**config.mk**
```make
export PLATFORM = sky130hd
export DESIGN_NAME = logreg_mac_sched
export DESIGN_NICKNAME = d
export VERILOG_FILES = /design/src/rtl/logreg_mac_sched.sv
export SDC_FILE = /design/constraint.sdc
export NUM_CORES = 2
export LEC_CHECK = 0
export CORE_ASPECT_RATIO = 1.75
export CORE_MARGIN = 4
export CORE_UTILIZATION = 53
export DETAILED_ROUTE_END_ITERATION = 10
export GPL_ROUTABILITY_DRIVEN = 0
export GPL_TIMING_DRIVEN = 0
export PLACE_DENSITY_LB_ADDON = 0.2
export RECOVER_POWER = 50
export SLEW_MARGIN = 25
export SYNTH_ARGS = -nofsm -noshare
export SYNTH_HDL_FRONTEND = slang
export SYNTH_SLANG_ARGS = --single-unit
```
**constraint.sdc**
```tcl
create_clock -name clk_i -period 8.91 [get_ports clk_i]
set_clock_uncertainty 0.1 [all_clocks]
set_input_delay 2.673 -clock clk_i [delete_from_list [all_inputs] [get_ports clk_i]]
set_output_delay 2.673 -clock clk_i [all_outputs]
set_load 0.01 [all_outputs]
```
**src/rtl/logreg_mac_sched.sv**
```systemverilog
// Time-shared MAC sequencer: per-class inner products of a pixel window against a theta ROM.
// Optional argmax over the per-class results is built when LOGREG_ARGMAX_EN is defined.
module logreg_mac_sched #(
  parameter int NUM_FEAT  = 81,
  parameter int NUM_CLASS = 10,
  parameter int XW        = 7,
  parameter int TW        = 32,
  parameter int AW        = $clog2(NUM_CLASS*NUM_FEAT),
  parameter int CW        = $clog2(NUM_CLASS)
) (
  input  logic                   clk_i,
  input  logic                   rst_i,
  input  logic                   in_valid_i,
  output logic                   in_ready_o,
  input  logic [NUM_FEAT*XW-1:0] xarray_i,
  output logic [AW-1:0]          theta_addr_o,
  input  logic [TW-1:0]          theta_data_i,
  output logic                   hp_valid_o,
  output logic [TW-1:0]          hprime_o,
  output logic [CW-1:0]          hp_class_o,
  output logic                   done_o,
  output logic [CW-1:0]          best_class_o
);
  localparam int KW = $clog2(NUM_FEAT+1);
  localparam logic [KW-1:0] K_END  = KW'(NUM_FEAT);
  localparam logic [CW-1:0] C_LAST = CW'(NUM_CLASS-1);

  typedef enum logic [1:0] {IDLE, MAC, EMIT, DONE} state_e;
  state_e state_q, state_d;

  logic [NUM_FEAT-1:0][XW-1:0] win_q, win_d;
  logic [CW-1:0] c_q, c_d, hpc_q, hpc_d;
  logic [KW-1:0] k_q, k_d;
  logic [AW-1:0] addr_q, addr_d;
  logic          issue_q, issue_d;
  logic [XW-1:0] xk_q, xk_d;
  logic [TW-1:0] acc_q, acc_d, hprime_q, hprime_d;

  // State register and datapath registers
  always_ff @(posedge clk_i) begin
    if (rst_i) begin
      state_q  <= IDLE;
      win_q    <= '0;
      c_q      <= '0;
      k_q      <= '0;
      addr_q   <= '0;
      issue_q  <= 1'b0;
      xk_q     <= '0;
      acc_q    <= '0;
      hprime_q <= '0;
      hpc_q    <= '0;
    end else begin
      state_q  <= state_d;
      win_q    <= win_d;
      c_q      <= c_d;
      k_q      <= k_d;
      addr_q   <= addr_d;
      issue_q  <= issue_d;
      xk_q     <= xk_d;
      acc_q    <= acc_d;
      hprime_q <= hprime_d;
      hpc_q    <= hpc_d;
    end
  end

  // Next-state logic
  always_comb begin
    state_d = state_q;
    case (state_q)
      IDLE: if (in_valid_i) state_d = MAC;
      MAC:  if (k_q == K_END && issue_q) state_d = EMIT;
      EMIT: state_d = (c_q == C_LAST) ? DONE : MAC;
      DONE: state_d = IDLE;
      default: state_d = IDLE;
    endcase
  end

  // Datapath next values. The address counter runs straight through all classes,
  // so c*NUM_FEAT+k never needs a multiplier.
  always_comb begin
    win_d    = win_q;
    c_d      = c_q;
    k_d      = k_q;
    addr_d   = addr_q;
    issue_d  = 1'b0;
    xk_d     = xk_q;
    acc_d    = acc_q;
    hprime_d = hprime_q;
    hpc_d    = hpc_q;
    case (state_q)
      IDLE: if (in_valid_i) begin
        win_d  = xarray_i;
        c_d    = '0;
        k_d    = '0;
        addr_d = '0;
        acc_d  = '0;
      end
      MAC: begin
        if (k_q < K_END) begin
          issue_d = 1'b1;
          xk_d    = win_q[k_q];
          k_d     = k_q + 1'b1;
          addr_d  = addr_q + 1'b1;
        end
        // Low TW bits of the unsigned product equal signed theta x zero-extended pixel
        if (issue_q) acc_d = acc_q + (theta_data_i * TW'(xk_q));
        if (state_d == EMIT) begin
          hprime_d = acc_d;
          hpc_d    = c_q;
        end
      end
      EMIT: if (c_q != C_LAST) begin
        c_d   = c_q + 1'b1;
        k_d   = '0;
        acc_d = '0;
      end
      default: ;
    endcase
  end

  // Output logic
  always_comb begin
    in_ready_o = (state_q == IDLE) && !rst_i;
    hp_valid_o = (state_q == EMIT);
    done_o     = (state_q == DONE);
  end

  assign theta_addr_o = addr_q;
  assign hprime_o     = hprime_q;
  assign hp_class_o   = hpc_q;

`ifdef LOGREG_ARGMAX_EN
  logic [CW-1:0] best_q, best_d;
  logic [TW-1:0] bestv_q, bestv_d;

  always_ff @(posedge clk_i) begin
    if (rst_i) begin
      best_q  <= '0;
      bestv_q <= '0;
    end else begin
      best_q  <= best_d;
      bestv_q <= bestv_d;
    end
  end

  // Strictly greater replaces, so ties keep the lowest class index
  always_comb begin
    best_d  = best_q;
    bestv_d = bestv_q;
    if (state_q == EMIT && (c_q == '0 || $signed(hprime_q) > $signed(bestv_q))) begin
      best_d  = c_q;
      bestv_d = hprime_q;
    end
  end

  assign best_class_o = best_q;
`else
  assign best_class_o = '0;
`endif

endmodule

```
==> summary.md <==
| Metric | Value |
|---|---|
| Clock Power Share | 34.7% |
| Routed Antenna Nets | 0 |
| Worst-skew pair later-pin latency | 0.64 ns |
| Status | finished clean |
| Seq. cell area | 13,300 um2 |
| Die Span Y | 344 um |
| CP required | 6.14 ns |
| P_leak | 16.8 nW |
| Min Tclk post-route | 8.65 ns |
| Share of cells above drive strength 1 | 6.64% |
| Htree depth | 2 |
| FFs w/ async S/R, synth | 0% |
| Final Util | 68.4% |
| P_sw | 0.00234 W |
| Register area share after synthesis | 38.9% |
| IO Port Bufs | 650 |
| Tcrit/Tclk final | 97.1% |
| Cell taking the most area after synthesis | dfxtp_1 |
| RSZ-0062 raised after global routing | no |
| Area share of the largest cell type after synthesis | 38.9% |
| Root Driver | clkbuf_16 |
| Footprint of the multi-input gates | 19,100 um2 |
| Crit path launch | rst_i |
| Global-route wire length before repair | 194,000 um |
| Worst Max-Slew Pin Slew | 1.10 ns |
| I/O pin count | 655 |
| Rows | 123 |
| Num CTS Buffers | 58 |
| Yosys reg bits | 666 |
| Yosys cell types | 61 |
| Commonest register cell after synthesis | dfxtp_1 |
| VDD IR max | 0.148 mV |
| Post-DR vias/cell | 5.77 |
| Clock slew at reported path FFs | 0.06 ns |
| Setup repair bufs after CTS | 0 |
| Dpl hpwl | 109,000 um |
| Post-route cell area | 43,900 um2 |
| Average wire per standard cell | 24.0 um |
| Max-slew headroom | 26.6% |
| Starting density of the core | 53.4% |
| Initial antenna violation count | 49 |
| Startpoint types | input port |
| Core Area | 64,200 um2 |
| Area grow syn2layout | 28.2% |
| Max Cap Violations | 0 |
| All-Layer GR Usage | 37.3% |
| Switching share of power | 30.2% |
| Post-synth EDFFs | 0 |
| Die area | 68,900 um2 |
| YS warnings | 0 |
| Pin count of the biggest net entering global routing | 17 |
| Clock buffer depth | 3 |
| Most frequent cell after synthesis | nand2_1 |
| Hold Crit Class | flop to flop |
| Area contributors post-synth | dfxtp_1 (39%), nand2_1 (14%), mux4_2 (11%) |
| Combinational share of power | 23.7% |
| Fillers | 5,364 |
| Max Transition Viols Final | 0 |
| Sink Count | 666 |
| Crit. End Element | output port |
| Post-Route WL | 134,000 um |
| Post-DP Area | 41,800 um2 |
| Commonest cells in the netlist | nand2_1 (1,311), dfxtp_1 (666), a21oi_1 (616) |
| Vias in the first global route | 32,700 |
| Cts repair resizes | 0 |
| DR vias | 32,100 |
| # nets final | 5,474 |
| Setup TNS | 0 ns |
| Hold buffers post-CTS | 0 |
| Initial drt markers | 2,429 |
| Min-delay src | win_q[132]$_SDFFE_PP0P_ |
| WP data arrival | 5.87 ns |
| Residual DRC | 0 |
| Synth Area per Inst | 8.67 um2 |
| DRT Pass-1 Iters | 7 |
| Post-synthesis cell area | 34,200 um2 |
| Kind of critical path | input port to output port |
| Sequential power share | 41.7% |
| CTS tree | built |
| Crit Path Max Fanout | 10 |
| Global route overflow | 0 |
| Cells after Synth | 3,951 |
| Reg-to-Reg Start | xk_q[3]$_SDFFE_PP0P_ |
| Final setup fails | 0 |
| Max frequency | 116 MHz |
| R2R Setup Slk | 1.53 ns |
| Pwr Density | 177 nW/um2 |
| Pint | 0.00542 W |
| Die X | 200 um |
| Final Hold Fails | 0 |
[through the flow]
stage	hold slack (ns)	power [W]	std cells	setup slack, ns
6_report	0.351	0.00776	5566	0.262
3_3_place_gp	0.338	0.00506	5416	0.0563
2_1_floorplan	0.333	0.00433	3954	1.62
3_5_place_dp	0.343	0.00509	5416	0.0781
5_1_grt	0.369	0.00804	5556	0.333
4_1_cts	0.352	0.00775	5524	0.0755
[final timing paths]
check                                                 end  depth (start not counted)
worst max-delay path                           in_ready_o                          6
worst max register to register  hprime_o[31]$_SDFFE_PP0P_                         20
worst min-delay path              win_q[132]$_SDFFE_PP0P_                          2
worst min register to register    win_q[132]$_SDFFE_PP0P_                          2
[cells in the final DEF (no fill, tap or decap), types with 13 or more instances in the layout]
cell and instances:
nor2_1 99, fa_1 162, nand3_1 13, a21o_1 14, o21ai_0 26, xor2_1 26
dfxtp_1 666, buf_2 16, nor3_1 16, ha_1 46, clkbuf_1 269, and2_1 111
a22oi_1 27, clkdlybuf4s50_1 601, a211oi_1 17, mux4_2 168, a21oi_1 616, xnor2_1 25
diode_2 42, clkbuf_16 58, clkbuf_8 16, inv_1 151, mux2i_1 30, nand2_1 1312
dlygate4sd3_1 49
[worst max-delay path, cell delays in order]
cell             delay (ns)
dlygate4sd3_1          0.66
clkbuf_2               0.50
clkbuf_1               0.60
clkbuf_1               0.66
nor3_1                 0.22
clkdlybuf4s50_1        0.54
[area by class of cell]
class	instances	share of cell area, %
clock buffers	82	3.88
diodes	42	0.239
well taps	812	2.31
multi-input cells	2836	43.6
repair buffers	650	14.8
inverters	151	1.29
plain buffers	301	2.79
clock inverters	26	0.716
flip-flops and latches	666	30.4
[power groups by stage]
stage / registers (W) / logic [W] / clock network [W]
after detailed placement: 0.00330 / 0.00179 / 0
final: 0.00324 / 0.00184 / 0.00269
after global placement: 0.00329 / 0.00178 / 0
after floorplan: 0.00326 / 0.00107 / 0
after CTS: 0.00323 / 0.00182 / 0.00270
after global routing: 0.00325 / 0.00198 / 0.00281
[kinds of logic (layout without fill, tap and decap cells)]
logic type / after synthesis / after routing / share of synthesized area, %
and+or+nand+nor: 1606 / 1606 / 19.1
buffers and inverters: 452 / 1210 / 5.25
adders and majority gates: 208 / 208 / 11.2
AOI/OAI and AO/OA: 766 / 766 / 12.3
xor gates and xnor gates: 51 / 51 / 1.30
other: 1 / 46 / 0.0110
muxes: 201 / 201 / 12.0
DFF: 666 / 666 / 38.9
[registers in the layout (all words and copies together) (netlist names)]
register	cells
acc_q	32
c_q	4
hp_class_o	4
hprime_o	32
issue_q	1
k_q	7
state_q	2
theta_addr_o	10
win_q	567
xk_q	7
[metal layers]
layer	global-route usage, %	part of all wire (%)	up-vias
met5	0	0.052	-
met4	31.8	10	10
met3	7.17	8.2	535
met2	65.8	50	1748
met1	37.9	32	15300
li1	-	-	14600
Note: power is estimated with default switching activity, not from simulation.
